--- config.mk ---
export PLATFORM = sky130hd
export DESIGN_NAME = pc_gen
export DESIGN_NICKNAME = d
export VERILOG_FILES = /design/src/rtl/pc_gen_pkg.sv /design/src/rtl/pc_redirect_arb.sv /design/src/rtl/pc_gen.sv
export SDC_FILE = /design/constraint.sdc
export NUM_CORES = 1
export LEC_CHECK = 0
export BUFFER_PORTS_ARGS = -buffer_cell sky130_fd_sc_hd__buf_2
export CAP_MARGIN = 20
export CORE_ASPECT_RATIO = 1.4
export CORE_MARGIN = 1
export CORE_UTILIZATION = 46
export CTS_CLUSTER_SIZE = 8
export DETAILED_ROUTE_END_ITERATION = 10
export GPL_TIMING_DRIVEN = 1
export PLACE_DENSITY = 0.81
export SLEW_MARGIN = 20
export SYNTH_ARGS = -nofsm -noshare
export SYNTH_HDL_FRONTEND = slang
export SYNTH_SLANG_ARGS = --single-unit
--- constraint.sdc ---
create_clock -name clk -period 2.75 [get_ports clk]
set_clock_uncertainty 0.1 [all_clocks]
set_input_delay 0.825 -clock clk [delete_from_list [all_inputs] [get_ports clk]]
set_output_delay 0.825 -clock clk [all_outputs]
set_load 0.03 [all_outputs]
--- src/rtl/pc_gen_pkg.sv ---
// Shared definitions for the fetch-PC generator: default address width,
// reset address, FSM state encodings and the alignment-check helper.
package pc_gen_pkg;

  localparam int XLEN_DEFAULT = 64;
  localparam logic [63:0] PC_RESET_ADDR = 64'h8000_0000;

  localparam logic [1:0] PCG_BOOT = 2'd0;
  localparam logic [1:0] PCG_RUN  = 2'd1;
  localparam logic [1:0] PCG_HALT = 2'd2;

  // Only bit 0 matters with compressed instructions; otherwise bits [1:0].
  function automatic logic is_misaligned(input logic [1:0] low_bits, input int ialign);
    if (ialign == 16)
      return low_bits[0];
    return |low_bits;
  endfunction

endpackage

--- src/rtl/pc_redirect_arb.sv ---
// Fixed-priority redirect arbiter: the lowest-index valid channel supplies
// the target; purely combinational.
module pc_redirect_arb #(
  parameter int XLEN = 64,
  parameter int NUM  = 3
) (
  input  logic [NUM-1:0]      valid,
  input  logic [NUM*XLEN-1:0] targets,
  output logic                any_valid,
  output logic [XLEN-1:0]     target
);

  // Walking from the highest index down lets lower channels overwrite.
  always_comb begin
    any_valid = |valid;
    target    = '0;
    for (int k = NUM - 1; k >= 0; k--) begin
      if (valid[k])
        target = targets[k*XLEN +: XLEN];
    end
  end

endmodule

--- src/rtl/pc_gen.sv ---
// Fetch-PC generator: boots from RESET_VAL, steps by fetch block, takes
// prioritised redirects (bumping the epoch) and supports halt/resume.
module pc_gen
  import pc_gen_pkg::*;
#(
  parameter int              XLEN         = XLEN_DEFAULT,
  parameter logic [XLEN-1:0] RESET_VAL    = XLEN'(PC_RESET_ADDR),
  parameter int              NUM_REDIRECT = 3,
  parameter int              FETCH_BYTES  = 4,
  parameter int              IALIGN       = 32,
  parameter int              EPOCH_W      = 3
) (
  input  logic                         clk,
  input  logic                         rst_n,
  input  logic [NUM_REDIRECT-1:0]      redirect_valid_i,
  input  logic [NUM_REDIRECT*XLEN-1:0] redirect_pc_i,
  input  logic                         halt_req_i,
  input  logic                         resume_i,
  input  logic                         pc_ready_i,
  output logic                         pc_valid_o,
  output logic [XLEN-1:0]              pc_o,
  output logic [EPOCH_W-1:0]           pc_epoch_o,
  output logic                         pc_misalign_o,
  output logic                         halted_o
);

  localparam logic [XLEN-1:0] STEP       = XLEN'(FETCH_BYTES);
  localparam logic [XLEN-1:0] BLOCK_MASK = ~(STEP - XLEN'(1));

  logic [1:0]         state_q, state_d;
  logic [XLEN-1:0]    pc_q, pc_d;
  logic [EPOCH_W-1:0] epoch_q, epoch_d;
  logic               misalign_q, misalign_d;

  logic               redir_any;
  logic [XLEN-1:0]    redir_target;
  logic               take_redirect;
  logic               accept;

  pc_redirect_arb #(
    .XLEN (XLEN),
    .NUM  (NUM_REDIRECT)
  ) u_arb (
    .valid     (redirect_valid_i),
    .targets   (redirect_pc_i),
    .any_valid (redir_any),
    .target    (redir_target)
  );

  assign pc_valid_o    = (state_q == PCG_RUN);
  assign halted_o      = (state_q == PCG_HALT);
  assign pc_o          = pc_q;
  assign pc_epoch_o    = epoch_q;
  assign pc_misalign_o = misalign_q;

  // The boot bubble keeps the reset PC, so redirects are ignored there.
  assign take_redirect = redir_any && (state_q != PCG_BOOT);
  assign accept        = pc_valid_o && pc_ready_i;

  always_comb begin
    state_d = state_q;
    unique case (state_q)
      PCG_BOOT: state_d = PCG_RUN;
      PCG_RUN:  if (!redir_any && halt_req_i) state_d = PCG_HALT;
      PCG_HALT: if (redir_any || resume_i) state_d = PCG_RUN;
      default:  state_d = PCG_BOOT;
    endcase
  end

  // A redirect beats the sequential step even when IF accepted this cycle:
  // IF keeps the old PC/epoch, and the register moves to the new target.
  always_comb begin
    pc_d       = pc_q;
    epoch_d    = epoch_q;
    misalign_d = misalign_q;
    if (take_redirect) begin
      pc_d       = redir_target;
      epoch_d    = epoch_q + EPOCH_W'(1);
      misalign_d = is_misaligned(redir_target[1:0], IALIGN);
    end else if (accept) begin
      pc_d       = (pc_q & BLOCK_MASK) + STEP;
      misalign_d = 1'b0;
    end
  end

  always_ff @(posedge clk or negedge rst_n) begin
    if (!rst_n) begin
      state_q    <= PCG_BOOT;
      pc_q       <= RESET_VAL;
      epoch_q    <= '0;
      misalign_q <= 1'b0;
    end else begin
      state_q    <= state_d;
      pc_q       <= pc_d;
      epoch_q    <= epoch_d;
      misalign_q <= misalign_d;
    end
  end

endmodule
==> Yosys cells after proc, flatten, opt, wreduce, memory -nomap -nowiden <==
Cells that the tools add are included.
{ "totals": {"register_bits": 70, "wordCells": 31} }
{ "classes": {"n_addsub": 2, "n_eq_ne": 4, "mux": 10, "n_reduce_logical": 11} }
{ "ops": {"columns": ["op", "count"], "rows": [
  ["two-way mux 64 bit", 5],
  ["adder 64 x 3 -> 64 bit, second input constant", 1],
  ["case mux 2 bit (3 select lines)", 1],
  ["two-way mux 2 bit", 2],
  ["inequality test 2 x 1 -> 1 bit, second input constant", 2],
  ["nonzero test 2 bit", 2],
  ["adder 3 x 1 -> 3 bit, second input constant", 1],
  ["logical AND 1 bit", 3],
  ["OR reduction 3 bit", 1],
  ["== test 2 x 1 -> 1 bit, second input constant", 1],
  ["== test 2 bit, second input constant", 1],
  ["logical NOT 2 bit", 1],
  ["two-way mux 1 bit", 2],
  ["AND reduction 2 bit", 1],
  ["OR reduction 2 bit", 1],
  ["logical NOT 1 bit", 1],
  ["logical OR 1 bit", 1]
]} }

==> Depth between registers and ports, before layout <==
{ "depth": {"word_depth": 5, "mapped_depth": 8} }

==> Modules after synthesis <==
From an unflattened synthesis, not the netlist that was laid out.
{ "unflattened": {"cells_unflattened": 811, "area_unflattened_um2": 6080.8} }
{ "modules_own_cells": {"columns": ["mod", "n_inst", "cells_per_inst", "area_per_inst_um2", "seq_area_each_um2"], "rows": [
  ["pc_gen", 1, 519, 4346.7, 1752.9],
  ["pc_redirect_arb", 1, 292, 1734.2, 0.0]
]} }

==> Least setup slack after synthesis <==
No wires, ideal clock.
{ "synth_path": {"kind": "register -> register", "from": "register pc_q[2], in the netlist pc_o[2]", "to": "register pc_q[40], in the netlist pc_o[40]", "setup_ps": 82, "arrival_ps": 2491, "slack_ps": 77, "stages_incl_launch_ff": 8, "synth_period_minus_slack_ps": 2673, "cell_sequence": "dfrtp_1 -> ha_1 -> nand4_1 -> or4_1 -> or3_1 -> buf_2 -> or4_1 -> a31oi_1"} }
{ "synth_via": {"elab_chain_len": 3} }
{ "synth_lines": {"columns": ["item", "line", "rtl"], "rows": [
  ["start, declared", "pc_gen.sv:31", "logic [XLEN-1:0] pc_q, pc_d;"],
  ["start signal, assigned", "pc_gen.sv:94", "pc_q <= pc_d;"],
  ["adder 64 x 3 -> 64 bit", "pc_gen.sv:81", "pc_d = (pc_q & BLOCK_MASK) + STEP;"],
  ["two-way mux 64 bit", "pc_gen.sv:80", "end else if (accept) begin"],
  ["two-way mux 64 bit", "pc_gen.sv:76", "if (take_redirect) begin"]
]} }
No other way between the ends. The select of a mux whose other input is x is not followed.
A chain may end at the register's enable or synchronous reset.

==> Worst setup path after layout <==
{ "layout_path": {"from": "register pc_q[14], in the netlist pc_o[14]", "to": "register pc_q[40], in the netlist pc_o[40]"} }
The elaborated chain is that of the path after synthesis.

==> impl_metrics.tcl <==
set metrics [dict create \
    critPathSlowestCell "or4_4" \
    hpwl_mm 13.1 \
    ant_nets 0 \
    multi_input_area_um2 3260 \
    cts_made_buffers 9 \
    powerDensity_nw_per_um2 523 \
    num-nets-final 1110 \
    rr_worst_depth 5 \
    routedWlPerCell_um 16.4 \
    n_antenna_cell 0 \
    whs_path_depth 1 \
    end_kind "register" \
    drc_errors 0 \
    start_kind "register" \
    synth_edf_count 0 \
    floorplan.die.width_um 91.9 \
    grt_pass1_wl_mm 27.1 \
    fin_tns_setup_ps 0 \
    p_leak_nw 3.06 \
    std_cell_rows 45 \
    syn_area_um2 5200 \
    tightest_slew_ps 505 \
    clk_pin_slew_ps 50 \
    r2r_slack_ps 110 \
    path_cells "nand4_2, or4_4, or3_1, or4_1, a31oi_1" \
    post_cts.repair.setup_buffers 0 \
    status "completed" \
    drt_wl_total_mm 17.3 \
    hold_ws_ps 371 \
    grt_util_met3_pct 5.40 \
    ir_drop_v 0.000312 \
    final_common_cell "buf_2" \
    r2r_start "pc_o[14]" \
    ys_seq_area_share_pct 33.7 \
    first_global_vias 5609 \
    slew_headroom_pct 66.1 \
    synth_area_per_cell_um2 8.08 \
    via_count 6168 \
    ios 270 \
    final-max-slew-violation-count 0 \
    min_to "pc_epoch_o[2]" \
    n_fill_cell 993 \
    place_inst 1037 \
    cts_tree "built" \
    finalCriticalPeriod_ps 2640 \
    cts.sinks 70 \
    grtUsageMet1_pct 35.6 \
    grt_start_max_net_pins 130 \
    port_buffers 269 \
    critPathMaxFanout 9 \
    htree_levels 3 \
    start_util_pct 47.6 \
    r2r-end "pc_o[40]" \
    crit_start "pc_o[14]" \
    cts_root_buf "clkbuf_16" \
    ys_async_sr_fraction_pct 100 \
    via_per_inst 5.85 \
    synth-seq-cells 70 \
    synth.distinct_cells 43 \
    cp.arrival_ps 2790 \
    cts_buffer_depth 2 \
    maxCapViolations 0 \
    hold_path.class "reg -> reg" \
    grt_usage_pct 29.2 \
    synthesis.nets 846 \
    final_cells 1054 \
    fmax_ghz 0.379 \
    gp_congestion 0.955 \
    drive_gt1_share_pct 36.1 \
    coreArea_um2 10900 \
    busiest_layer "met2" \
    setup_viol 0 \
    drtIter0Drc 302 \
    overflow 0 \
    antenna_found_initial 0 \
    layout_common_cells "267 x buf_2, 75 x nor2_1, 69 x dfrtp_1" \
    min_period_over_period_pct 95.9 \
    max_stage_delay_ps 590 \
    syn2layout_area_growth_pct 37.3 \
    synth_ff_type "dfrtp_1" \
    die_y_um 128 \
    hold_path_startpoint "pc_epoch_o[2]" \
    cp.required_ps 2900 \
    ff_latch_area_um2 1750 \
    hold_viol 0 \
    firstDrtPassIters 5 \
    power.total_mw 3.74 \
    dieArea_um2 11700 \
    insertion_delay_ps 340 \
    yosys_warnings 0 \
    worstSetupPathType "reg -> reg" \
    rsz0062_at_grt "no" \
    use_met2_pct 50.7 \
    synth_cells 644 \
]
==> cell usage after synthesis (4+ instances only) <==
library cell / n / area, um^2
and2_0: 5 / 31.3
a22oi_1: 64 / 480
a31oi_1: 20 / 125
a211oi_1: 52 / 390
nand2_1: 40 / 150
o31a_1: 4 / 35.0
nor3_1: 11 / 55.1
nor2b_1: 5 / 31.3
mux2i_1: 6 / 60.1
nand3_1: 25 / 125
o31ai_1: 10 / 75.1
inv_1: 6 / 22.5
clkbuf_1: 46 / 173
or3_1: 11 / 68.8
or4_1: 13 / 97.6
and4_1: 4 / 35.0
nor2_1: 75 / 282
nor4_1: 21 / 131
dfrtp_1: 69 / 1730
o21ai_0: 16 / 80.1
xor2_1: 20 / 175
nand4_1: 25 / 156
xnor2_1: 17 / 149
a21oi_1: 44 / 220
==> metal layers <==
layer / part of all wire (%) / wire length, um
met2: 50 / 8670
met4: 2.9 / 508
met1: 40 / 6930
met3: 7.1 / 1230
met5: 0 / 0
==> worst max path at each step <==
stage | to | depth (start not counted)
4_1_cts | pc_o[50] | 6
2_1_floorplan | pc_o[40] | 7
5_1_grt | pc_o[40] | 5
6_report | pc_o[40] | 5
3_5_place_dp | pc_o[40] | 5
3_3_place_gp | pc_o[40] | 5
==> worst max-delay path: cells and delay by family (launching register included) <==
family	cells	cell delay [ps]
and+or+nand+nor	4	1830
DFF	1	440
AOI/OAI and AO/OA	1	180
==> flip-flops by register name, summed over array words and instances (netlist names) <==
name           cells
pc_misalign_o      1
pc_o              64
pc_epoch_o         3
state_q            2
==> cell families after synthesis <==
kind of cell | Yosys count | synth area share (%)
AO/OA/AOI/OAI | 214 | 27.6
flip-flops | 70 | 33.7
XOR/XNOR | 37 | 6.23
multiplexers | 6 | 1.15
adder cells (fa/ha/maj) | 2 | 0.481
buffers and inverters | 55 | 3.99
AND/OR/NAND/NOR | 260 | 26.8
==> what timing repair did <==
action                                  CTS  global route
gates resized for setup                   0             2
endpoints found under the setup margin    0             2
hold buffers                              0             0
hold endpoints to repair                  0             0
==> report_power, final <==
part	switching (mW)	leakage [nW]	internal, mW
clock network	0.411	0.131	0.632
logic	0.808	2.10	0.483
registers	0.214	0.835	1.19
total	1.43	3.06	2.30
==> final cells by class <==
| cell class | count | area share [%] |
|---|---|---|
| Tap cell | 141 | 2.47 |
| Clock buffer | 14 | 3.56 |
| Timing Repair Buffer | 302 | 23.3 |
| Sequential cell | 70 | 24.6 |
| Multi-Input combinational cell | 519 | 45.7 |
| Inverter | 6 | 0.315 |
| Clock inverter | 2 | 0.140 |
==> through the flow <==
step	cell area, um^2	setup slack [ps]	utilization [%]
6_report	7140	112	65.4
5_1_grt	7140	9.76	65.4
4_1_cts	7120	113	65.2
3_5_place_dp	6860	133	62.8
3_3_place_gp	6860	213	62.8
2_1_floorplan	5200	77.0	-
(Power assumes the default switching activity.)
